[src/rtl/mips_pkg.sv]
// Shared encodings for the MIPS multi-cycle control path: opcodes, funct
// codes, ALUOp codes, controller states and datapath select encodings.
// The S_JR state exists only when CTRL_JR_EN is defined.
package mips_pkg;

  // Opcodes (instruction bits [31:26])
  localparam logic [5:0] OP_RTYPE = 6'h00;
  localparam logic [5:0] OP_J     = 6'h02;
  localparam logic [5:0] OP_JAL   = 6'h03;
  localparam logic [5:0] OP_BEQ   = 6'h04;
  localparam logic [5:0] OP_BNE   = 6'h05;
  localparam logic [5:0] OP_ADDI  = 6'h08;
  localparam logic [5:0] OP_SLTI  = 6'h0A;
  localparam logic [5:0] OP_SLTIU = 6'h0B;
  localparam logic [5:0] OP_ANDI  = 6'h0C;
  localparam logic [5:0] OP_ORI   = 6'h0D;
  localparam logic [5:0] OP_XORI  = 6'h0E;
  localparam logic [5:0] OP_LUI   = 6'h0F;
  localparam logic [5:0] OP_LW    = 6'h23;
  localparam logic [5:0] OP_SW    = 6'h2B;

  // Funct codes (instruction bits [5:0])
  localparam logic [5:0] FUNCT_JR  = 6'h08;
  localparam logic [5:0] FUNCT_ADD = 6'h20;

  // ALUOp codes consumed by ula_ctrl
  localparam logic [3:0] ALUOP_RTYPE = 4'b0000;
  localparam logic [3:0] ALUOP_ADDI  = 4'b0001;
  localparam logic [3:0] ALUOP_ANDI  = 4'b0010;
  localparam logic [3:0] ALUOP_ORI   = 4'b0011;
  localparam logic [3:0] ALUOP_XORI  = 4'b0100;
  localparam logic [3:0] ALUOP_BEQ   = 4'b0101;
  localparam logic [3:0] ALUOP_BNE   = 4'b0110;
  localparam logic [3:0] ALUOP_SLTI  = 4'b0111;
  localparam logic [3:0] ALUOP_SLTIU = 4'b1000;
  localparam logic [3:0] ALUOP_LUI   = 4'b1001;
  localparam logic [3:0] ALUOP_LW    = 4'b1010;
  localparam logic [3:0] ALUOP_SW    = 4'b1011;

  // Register-file destination select
  localparam logic [1:0] REGDST_RT = 2'b00;
  localparam logic [1:0] REGDST_RD = 2'b01;
  localparam logic [1:0] REGDST_RA = 2'b10;

  // Write-back data select
  localparam logic [1:0] MEMTOREG_ALUOUT = 2'b00;
  localparam logic [1:0] MEMTOREG_MDR    = 2'b01;
  localparam logic [1:0] MEMTOREG_PC     = 2'b10;

  // ALU operand B select
  localparam logic [1:0] SRCB_REGB = 2'b00;
  localparam logic [1:0] SRCB_FOUR = 2'b01;
  localparam logic [1:0] SRCB_IMM  = 2'b10;
  localparam logic [1:0] SRCB_BOFF = 2'b11;

  // PC source select
  localparam logic [1:0] PCSRC_ALU    = 2'b00;
  localparam logic [1:0] PCSRC_ALUOUT = 2'b01;
  localparam logic [1:0] PCSRC_JUMP   = 2'b10;
  localparam logic [1:0] PCSRC_REGA   = 2'b11;

  // Instruction classes produced by the opcode decoder
  localparam logic [2:0] CLS_R       = 3'd0;
  localparam logic [2:0] CLS_MEM     = 3'd1;
  localparam logic [2:0] CLS_BRANCH  = 3'd2;
  localparam logic [2:0] CLS_JUMP    = 3'd3;
  localparam logic [2:0] CLS_IMM     = 3'd4;
  localparam logic [2:0] CLS_ILLEGAL = 3'd5;

  // Controller states
  typedef enum logic [3:0] {
    S_FETCH     = 4'd0,
    S_DECODE    = 4'd1,
    S_MEM_ADDR  = 4'd2,
    S_MEM_READ  = 4'd3,
    S_MEM_WB    = 4'd4,
    S_MEM_WRITE = 4'd5,
    S_EXEC_R    = 4'd6,
    S_R_WB      = 4'd7,
    S_EXEC_I    = 4'd8,
    S_I_WB      = 4'd9,
    S_BRANCH    = 4'd10,
    S_JUMP      = 4'd11
`ifdef CTRL_JR_EN
    ,
    S_JR        = 4'd12
`endif
  } state_e;

endpackage

[src/rtl/ctrl_decod_opcode.sv]
// Combinational opcode decoder: instruction class, ALUOp code, immediate
// zero-extension flag and a legal flag for every supported opcode.
module ctrl_decod_opcode
  import mips_pkg::*;
(
  input  logic [5:0] opcode_i,
  output logic [2:0] cls_o,
  output logic [3:0] alu_op_o,
  output logic       ext_zero_o,
  output logic       legal_o
);

  // Opcode lookup; anything not listed is flagged illegal
  always_comb begin
    cls_o      = CLS_ILLEGAL;
    alu_op_o   = ALUOP_RTYPE;
    ext_zero_o = 1'b0;
    legal_o    = 1'b0;
    case (opcode_i)
      OP_RTYPE: begin cls_o = CLS_R;      alu_op_o = ALUOP_RTYPE; legal_o = 1'b1; end
      OP_J:     begin cls_o = CLS_JUMP;   legal_o = 1'b1; end
      OP_JAL:   begin cls_o = CLS_JUMP;   legal_o = 1'b1; end
      OP_BEQ:   begin cls_o = CLS_BRANCH; alu_op_o = ALUOP_BEQ;   legal_o = 1'b1; end
      OP_BNE:   begin cls_o = CLS_BRANCH; alu_op_o = ALUOP_BNE;   legal_o = 1'b1; end
      OP_LW:    begin cls_o = CLS_MEM;    alu_op_o = ALUOP_LW;    legal_o = 1'b1; end
      OP_SW:    begin cls_o = CLS_MEM;    alu_op_o = ALUOP_SW;    legal_o = 1'b1; end
      OP_ADDI:  begin cls_o = CLS_IMM;    alu_op_o = ALUOP_ADDI;  legal_o = 1'b1; end
      OP_SLTI:  begin cls_o = CLS_IMM;    alu_op_o = ALUOP_SLTI;  legal_o = 1'b1; end
      OP_SLTIU: begin cls_o = CLS_IMM;    alu_op_o = ALUOP_SLTIU; legal_o = 1'b1; end
      OP_LUI:   begin cls_o = CLS_IMM;    alu_op_o = ALUOP_LUI;   legal_o = 1'b1; end
      OP_ANDI:  begin cls_o = CLS_IMM;    alu_op_o = ALUOP_ANDI;  ext_zero_o = 1'b1; legal_o = 1'b1; end
      OP_ORI:   begin cls_o = CLS_IMM;    alu_op_o = ALUOP_ORI;   ext_zero_o = 1'b1; legal_o = 1'b1; end
      OP_XORI:  begin cls_o = CLS_IMM;    alu_op_o = ALUOP_XORI;  ext_zero_o = 1'b1; legal_o = 1'b1; end
      default: begin
        cls_o      = CLS_ILLEGAL;
        alu_op_o   = ALUOP_RTYPE;
        ext_zero_o = 1'b0;
        legal_o    = 1'b0;
      end
    endcase
  end

endmodule

[src/rtl/controle_multiciclo.sv]
// Multi-cycle MIPS main control: Moore FSM sequencing fetch, decode, execute,
// memory and write-back, driving every datapath strobe and mux select.
// Optional macro CTRL_JR_EN: adds the JR state (opcode 0x00, funct 0x08).
// Opcode-derived information is captured in DECODE so later states never
// look at the instruction inputs again.
module controle_multiciclo
  import mips_pkg::*;
(
  input  logic       clk,
  input  logic       rst_n,
  input  logic [5:0] opcode,
  input  logic [5:0] funct,
  input  logic       zero,
  input  logic       mem_pronto,
  output logic [3:0] ALUOp,
  output logic       PCWrite,
  output logic       IorD,
  output logic       MemRead,
  output logic       MemWrite,
  output logic       IRWrite,
  output logic       RegWrite,
  output logic [1:0] RegDst,
  output logic [1:0] MemtoReg,
  output logic       ALUSrcA,
  output logic [1:0] ALUSrcB,
  output logic       ExtZero,
  output logic [1:0] PCSource,
  output logic       op_ilegal
);

  state_e     state_q, state_d;
  logic [3:0] alu_op_q, alu_op_d;
  logic       ext_zero_q, ext_zero_d;
  logic       jal_q, jal_d;

  logic [2:0] dec_cls;
  logic [3:0] dec_alu_op;
  logic       dec_ext_zero;
  logic       dec_legal;

  // Ungated strobes; reset masking is applied at the ports
  logic pc_write, mem_read, mem_write, ir_write, reg_write, ilegal;

  ctrl_decod_opcode u_decod (
    .opcode_i   (opcode),
    .cls_o      (dec_cls),
    .alu_op_o   (dec_alu_op),
    .ext_zero_o (dec_ext_zero),
    .legal_o    (dec_legal)
  );

`ifndef CTRL_JR_EN
  // funct only matters for JR detection
  logic unused_funct;
  assign unused_funct = ^funct;
`endif

  // State and captured instruction info; reset returns to FETCH at once
  always_ff @(posedge clk or negedge rst_n) begin
    if (!rst_n) begin
      state_q    <= S_FETCH;
      alu_op_q   <= 4'b0000;
      ext_zero_q <= 1'b0;
      jal_q      <= 1'b0;
    end else begin
      state_q    <= state_d;
      alu_op_q   <= alu_op_d;
      ext_zero_q <= ext_zero_d;
      jal_q      <= jal_d;
    end
  end

  // Capture decoder results during DECODE, hold them otherwise
  always_comb begin
    alu_op_d   = alu_op_q;
    ext_zero_d = ext_zero_q;
    jal_d      = jal_q;
    if (state_q == S_DECODE) begin
      alu_op_d   = dec_alu_op;
      ext_zero_d = dec_ext_zero;
      jal_d      = (opcode == OP_JAL);
    end else begin
      alu_op_d   = alu_op_q;
      ext_zero_d = ext_zero_q;
      jal_d      = jal_q;
    end
  end

  // Next-state sequencing, including memory-ready waits
  always_comb begin
    state_d = state_q;
    case (state_q)
      S_FETCH:     state_d = mem_pronto ? S_DECODE : S_FETCH;
      S_DECODE: begin
        if (!dec_legal) begin
          state_d = S_FETCH;
        end else begin
          case (dec_cls)
`ifdef CTRL_JR_EN
            CLS_R:      state_d = (funct == FUNCT_JR) ? S_JR : S_EXEC_R;
`else
            CLS_R:      state_d = S_EXEC_R;
`endif
            CLS_MEM:    state_d = S_MEM_ADDR;
            CLS_BRANCH: state_d = S_BRANCH;
            CLS_JUMP:   state_d = S_JUMP;
            CLS_IMM:    state_d = S_EXEC_I;
            default:    state_d = S_FETCH;
          endcase
        end
      end
      S_MEM_ADDR:  state_d = (alu_op_q == ALUOP_SW) ? S_MEM_WRITE : S_MEM_READ;
      S_MEM_READ:  state_d = mem_pronto ? S_MEM_WB : S_MEM_READ;
      S_MEM_WB:    state_d = S_FETCH;
      S_MEM_WRITE: state_d = mem_pronto ? S_FETCH : S_MEM_WRITE;
      S_EXEC_R:    state_d = S_R_WB;
      S_R_WB:      state_d = S_FETCH;
      S_EXEC_I:    state_d = S_I_WB;
      S_I_WB:      state_d = S_FETCH;
      S_BRANCH:    state_d = S_FETCH;
      S_JUMP:      state_d = S_FETCH;
`ifdef CTRL_JR_EN
      S_JR:        state_d = S_FETCH;
`endif
      default:     state_d = S_FETCH;
    endcase
  end

  // Moore output decode (plus mem_pronto in FETCH and zero in BRANCH)
  always_comb begin
    ALUOp     = ALUOP_RTYPE;
    pc_write  = 1'b0;
    IorD      = 1'b0;
    mem_read  = 1'b0;
    mem_write = 1'b0;
    ir_write  = 1'b0;
    reg_write = 1'b0;
    RegDst    = REGDST_RT;
    MemtoReg  = MEMTOREG_ALUOUT;
    ALUSrcA   = 1'b0;
    ALUSrcB   = SRCB_REGB;
    ExtZero   = 1'b0;
    PCSource  = PCSRC_ALU;
    ilegal    = 1'b0;
    case (state_q)
      S_FETCH: begin
        mem_read = 1'b1;
        ALUSrcB  = SRCB_FOUR;
        ALUOp    = ALUOP_LW;
        ir_write = mem_pronto;
        pc_write = mem_pronto;
      end
      S_DECODE: begin
        ALUSrcB = SRCB_BOFF;
        ALUOp   = ALUOP_LW;
        ilegal  = ~dec_legal;
      end
      S_MEM_ADDR: begin
        ALUSrcA = 1'b1;
        ALUSrcB = SRCB_IMM;
        ALUOp   = alu_op_q;
      end
      S_MEM_READ: begin
        IorD     = 1'b1;
        mem_read = 1'b1;
      end
      S_MEM_WB: begin
        RegDst    = REGDST_RT;
        MemtoReg  = MEMTOREG_MDR;
        reg_write = 1'b1;
      end
      S_MEM_WRITE: begin
        IorD      = 1'b1;
        mem_write = 1'b1;
      end
      S_EXEC_R: begin
        ALUSrcA = 1'b1;
        ALUSrcB = SRCB_REGB;
        ALUOp   = ALUOP_RTYPE;
      end
      S_R_WB: begin
        RegDst    = REGDST_RD;
        MemtoReg  = MEMTOREG_ALUOUT;
        reg_write = 1'b1;
      end
      S_EXEC_I: begin
        ALUSrcA = 1'b1;
        ALUSrcB = SRCB_IMM;
        ALUOp   = alu_op_q;
        ExtZero = ext_zero_q;
      end
      S_I_WB: begin
        RegDst    = REGDST_RT;
        MemtoReg  = MEMTOREG_ALUOUT;
        reg_write = 1'b1;
      end
      S_BRANCH: begin
        ALUSrcA  = 1'b1;
        ALUSrcB  = SRCB_REGB;
        ALUOp    = alu_op_q;
        PCSource = PCSRC_ALUOUT;
        pc_write = (alu_op_q == ALUOP_BNE) ? ~zero : zero;
      end
      S_JUMP: begin
        PCSource = PCSRC_JUMP;
        pc_write = 1'b1;
        if (jal_q) begin
          RegDst    = REGDST_RA;
          MemtoReg  = MEMTOREG_PC;
          reg_write = 1'b1;
        end else begin
          RegDst    = REGDST_RT;
          MemtoReg  = MEMTOREG_ALUOUT;
          reg_write = 1'b0;
        end
      end
`ifdef CTRL_JR_EN
      S_JR: begin
        PCSource = PCSRC_REGA;
        pc_write = 1'b1;
      end
`endif
      default: begin
        ALUOp = ALUOP_RTYPE;
      end
    endcase
  end

  // No write may escape while reset is held
  assign PCWrite   = pc_write  & rst_n;
  assign MemRead   = mem_read  & rst_n;
  assign MemWrite  = mem_write & rst_n;
  assign IRWrite   = ir_write  & rst_n;
  assign RegWrite  = reg_write & rst_n;
  assign op_ilegal = ilegal    & rst_n;

endmodule

[config.mk]
export PLATFORM = sky130hd
export DESIGN_NAME = controle_multiciclo
export DESIGN_NICKNAME = d
export VERILOG_FILES = /design/src/rtl/mips_pkg.sv /design/src/rtl/ctrl_decod_opcode.sv /design/src/rtl/controle_multiciclo.sv
export SDC_FILE = /design/constraint.sdc
export NUM_CORES = 1
export LEC_CHECK = 0
export CAP_MARGIN = 25
export CORE_AREA = 4 4 53 55
export CTS_BUF_LIST = sky130_fd_sc_hd__clkbuf_16
export CTS_CLUSTER_DIAMETER = 80
export DETAILED_ROUTE_END_ITERATION = 6
export DIE_AREA = 0 0 57 59
export PLACE_DENSITY = 0.77
export SYNTH_ARGS = -nofsm -noshare
export SYNTH_HDL_FRONTEND = slang
export SYNTH_SLANG_ARGS = --single-unit
[constraint.sdc]
create_clock -name clk -period 2.1 [get_ports clk]
set_clock_uncertainty 0.2 [all_clocks]
set_input_delay 0.21 -clock clk [delete_from_list [all_inputs] [get_ports clk]]
set_output_delay 0.21 -clock clk [all_outputs]
set_load 0.05 [all_outputs]
# Word-level counts from Yosys, hierarchy flattened
# Cells that the tools add are included.
dict set report op_classes {
  addsub 0
  n_mul 0
  n_div 0
  magnitude_cmp 0
  n_eq_ne 30
  shifts 0
  muxes 28
  bitwise 8
  n_reduce_logical 16
}
# operator n
set ops {}
lappend ops {{one-hot mux 4 bit (11 select lines)} 1}
lappend ops {{equality test 6 x 4 -> 1 bit (second input constant)} 7}
lappend ops {{one-hot mux 4 bit (7 select lines)} 1}
lappend ops {{equality test 4 x 3 -> 1 bit (second input constant)} 5}
lappend ops {{equality test 4 bit (second input constant)} 5}
lappend ops {{one-hot mux 4 bit (5 select lines)} 1}
lappend ops {{one-hot mux 3 bit (5 select lines)} 1}
lappend ops {{OR reduction 14 bit} 1}
lappend ops {{OR reduction 2 bit} 7}
lappend ops {{equality test 6 x 2 -> 1 bit (second input constant)} 2}
lappend ops {{equality test 6 x 3 -> 1 bit (second input constant)} 2}
lappend ops {{equality test 6 bit (second input constant)} 2}
lappend ops {{two-way mux 1 bit} 12}
lappend ops {{one-hot mux 2 bit (2 select lines)} 3}
lappend ops {{two-way mux 3 bit} 3}
lappend ops {{OR reduction 3 bit} 3}
lappend ops {{equality test 4 x 2 -> 1 bit (second input constant)} 2}
lappend ops {{one-hot mux 4 bit (2 select lines)} 1}
lappend ops {{OR reduction 7 bit} 1}
lappend ops {{bitwise AND 1 bit} 6}
lappend ops {{equality test 3 x 2 -> 1 bit (second input constant)} 2}
lappend ops {{zero test 6 bit} 1}
lappend ops {{one-hot mux 2 bit (3 select lines)} 1}
lappend ops {{equality test 4 x 1 -> 1 bit (second input constant)} 1}
lappend ops {{10 further kinds} 11}
dict set report totals {
  reg_bits 10
  latchBits 0
  mem_bits_rw 0
  mem_bits_ro 0
  inputBits 16
  out_inout_bits 21
  word_cells 86
  memories 0
}

# Longest topological paths before layout
dict set report logic_depth {
  depth_word 7
  depth_mapped 5
  ltp_nobuf 4
}

# Hierarchy
# Synthesis repeated with hierarchy kept, for this count alone.
dict set report hier_totals {
  hier_cells 144
  area_unflattened_um2 1148.6
}
# mod instances cells_per_inst area_per_inst_um2 seq_area_each_um2
set modules_own_cells {}
lappend modules_own_cells {controle_multiciclo 1 105 872.1 250.2}
lappend modules_own_cells {ctrl_decod_opcode 1 39 276.5 0.0}

# Worst setup path before layout
# OpenSTA, ideal clock, no wires.
dict set report synth_path {
  kind {register to output}
  startpoint {reg state_q[3]}
  endpoint {out IRWrite}
  arrival_time_ps 2398
  t_required_ps 1690
  path_slack_ps -708
  path_stages_with_launch 4
  n_path_buf 1
  path_cell_list {dfrtp_1 -> buf_1 -> or3_1 -> nor4_1}
}
dict set report synth_between {
  elab_chain_cells 3
}
# item line_no
set synth_lines {}
lappend synth_lines {{start: declaration} controle_multiciclo.sv:31} ;# state_e state_q, state_d;
lappend synth_lines {{start signal: assignment} controle_multiciclo.sv:66} ;# state_q <= state_d;
lappend synth_lines {{zero test 4 bit} controle_multiciclo.sv:145} ;# case (state_q)
lappend synth_lines {{two-way mux 1 bit} controle_multiciclo.sv:145}
lappend synth_lines {{bitwise AND 1 bit} controle_multiciclo.sv:233} ;# assign IRWrite = ir_write & rst_n;
lappend synth_lines {{end: declaration} controle_multiciclo.sv:20} ;# output logic IRWrite,
# Every way passes these cells.

# Final worst setup path
# Same ends and word-level chain as after synthesis.

==> impl_metrics.ini <==
[pwr]
p_per_area_mw_per_mm2 = 1370
leakage_nw = 0.727
max-vdd-ir-drop_uv = 1190

[logic_synthesis]
ys_top_cells_by_count = nand2_1, nor2_1, dfrtp_1, o21ai_0, clkbuf_1
synthDistinctLibCells = 47
netlist_area_mm2 = 0.00100
yosys.area.top_type = dfrtp_1
synthTopCellsByArea = dfrtp_1, nand2_1, o21ai_0
async_reset_ff_frac = 1.00
synthCells = 138
synth_ff_type = dfrtp_1
synth_edf_count = 0
yosysMostFrequentCell = nand2_1
synthesis.nets = 154
synth-seq-cells = 10
yosysTopAreaCellShare = 0.250
avgSynthCellArea_um2 = 7.25
ys_seq_area_frac = 0.250
ys_warn_count = 0

[clock_tree]
clock-sinks = 10
cts_tree = done
clk_pin_slew_ns = 0.04
cts_root_buf = clkbuf_16
cts.htree.levels = 1
cts_buffers = 3
clk_latency_ns = 0.23
clk_path_buf_depth = 2

[status]
violations = negative setup slack
outcome = complete, but fails checks

[floorplan]
dieArea_mm2 = 0.00336
start_util = 0.419
core_area_mm2 = 0.00239
io_pins = 37
chipWidth_um = 57
rows = 18
die_y_um = 59

[timing]
setup_viol = 2
hold_ws_ns = 0.117
max_freq_mhz = 474
rsz0062_at_grt = yes
finalMaxSlewViolations = 0
max_slew.worst_pin.slew_ns = 0.446
min_period_over_period = 1.00
layout_setup_ws_ns = -0.00991
hold_viol = 0
min_period_ns = 2.11
setup_tns_ns = -0.0176
slew_headroom = 0.695

[final_layout]
final_util = 0.705
multi_input_area_um2 = 717
nNetsFinal = 190
drive_above_1_share = 0.331
seqCellArea_um2 = 253
area_growth_pct = 68.1
fill_cells = 187
antenna_cells = 0

[placed_design]
io_buffers = 30
gp_congestion = 0.900
hpwlAfterDp_um = 2380

[drt]
initialDrtViolationCount = 34
ant_nets = 0
wirelength_um = 3110
num_vias = 1191
viasPerCell = 5.90
drc_errors = 0
drt-wirelength-per-cell_um = 15.4
dr.pass1.iters = 4

[grt]
grt_pass1_wl_um = 5160
antenna_found_initial = 0
grt_max_degree = 19
grt_usage = 0.196
grt_pass1_vias = 1106
overflow = 0

[setup_path]
cp-end-kind = output port
start_kind = flop
crit_fanout = 10
crit_required_ns = 1.69
cp.arrival_ns = 1.70
worstSetupPathType = reg2out

[flow_run]
maxCapViolations = 0

[hold_path]
hp-class = in2async
## cells by family after synthesis
kind of cell              count (synthesis)  share of synthesized area
AOI/OAI and AO/OA                        38                      0.255
xor gates and xnor gates                  3                     0.0263
buffers and inverters                    19                     0.0837
DFF                                      10                      0.250
muxes                                     1                     0.0100
and+or+nand+nor                          67                      0.375
## area by class of cell
cell class,instances,area share
inverter,6,0.0134
timing repair buffer,44,0.343
tap,30,0.0223
clock buffer,3,0.0446
sequential,10,0.150
multi-input combinational,109,0.426
## metal layers
layer | vias to the layer above | part of all wire | global-route usage
met1 | 565 | 0.40 | 0.222
met5 | - | 0 | 0
li1 | 572 | - | -
met4 | 0 | 0.020 | 0.0960
met3 | 6 | 0.062 | 0.0261
met2 | 48 | 0.52 | 0.361
## placed cells by master, fill, tap and decap left out, types with 3 or more instances in the layout
cell type / n
a21oi_1: 7
a31oi_1: 4
and2_1: 3
and3_1: 6
buf_12: 18
buf_4: 17
clkbuf_16: 3
clkdlybuf4s50_1: 9
dfrtp_1: 8
inv_1: 6
nand2_1: 15
nand2b_1: 3
nand3_1: 4
nor2_1: 11
o21ai_0: 10
## worst paths after layout
| kind | end | cells past startpoint | start | slack (ns) |
|---|---|---|---|---|
| min in group clk | ext_zero_q | 2 | ext_zero_q | 0.27 |
| min | alu_op_q[3] | 2 | rst_n | 0.12 |
| min reg2reg | ext_zero_q | 2 | ext_zero_q | 0.27 |
| max in group asynchronous | state_q[2] | 2 | rst_n | 1.42 |
| max reg2reg | jal_q | 3 | state_q[2] | 0.17 |
| max | IRWrite | 4 | state_q[3] | -0.01 |
## flip-flops by register name, indices dropped and copies added (netlist names)
name / count
alu_op_q: 4
ext_zero_q: 1
jal_q: 1
state_q: 4
## power breakdown
group / total (W) / switching [W] / internal, W
Sequential: 0.000326 / 0.0000693 / 0.000257
Clock: 0.000324 / 0.0000780 / 0.000246
Combinational: 0.00166 / 0.000947 / 0.000709
## through the flow
| stage | instance area (µm²) | cells | power [W] | setup slack, ns |
|---|---|---|---|---|
| 4_1_cts | 1680 | 202 | 0.00230 | -0.0500 |
| 2_1_floorplan | 1050 | 138 | 0.00127 | -0.155 |
| 3_3_place_gp | 1580 | 197 | 0.00189 | 0.132 |
| 6_report | 1680 | 202 | 0.00231 | -0.00991 |
| 5_1_grt | 1680 | 202 | 0.00241 | -0.0608 |
| 3_5_place_dp | 1580 | 197 | 0.00194 | 0.0763 |
## repair_timing
item                                    4_1_cts  5_1_grt
endpoints found under the setup margin        3        6
pin swaps                                     2        2
buffers inserted                              2        0
gates cloned                                  0        0
gates resized for setup                       2        3
endpoints found under the hold margin         0        0
hold buffers                                  0        0
## worst max-delay path, stage by stage (launching register included)
cell	delay [ns]
dfrtp_1	0.41
buf_4	0.19
or3_1	0.40
nor4_2	0.27
buf_12	0.19
Note: power is estimated with default switching activity, not from simulation.
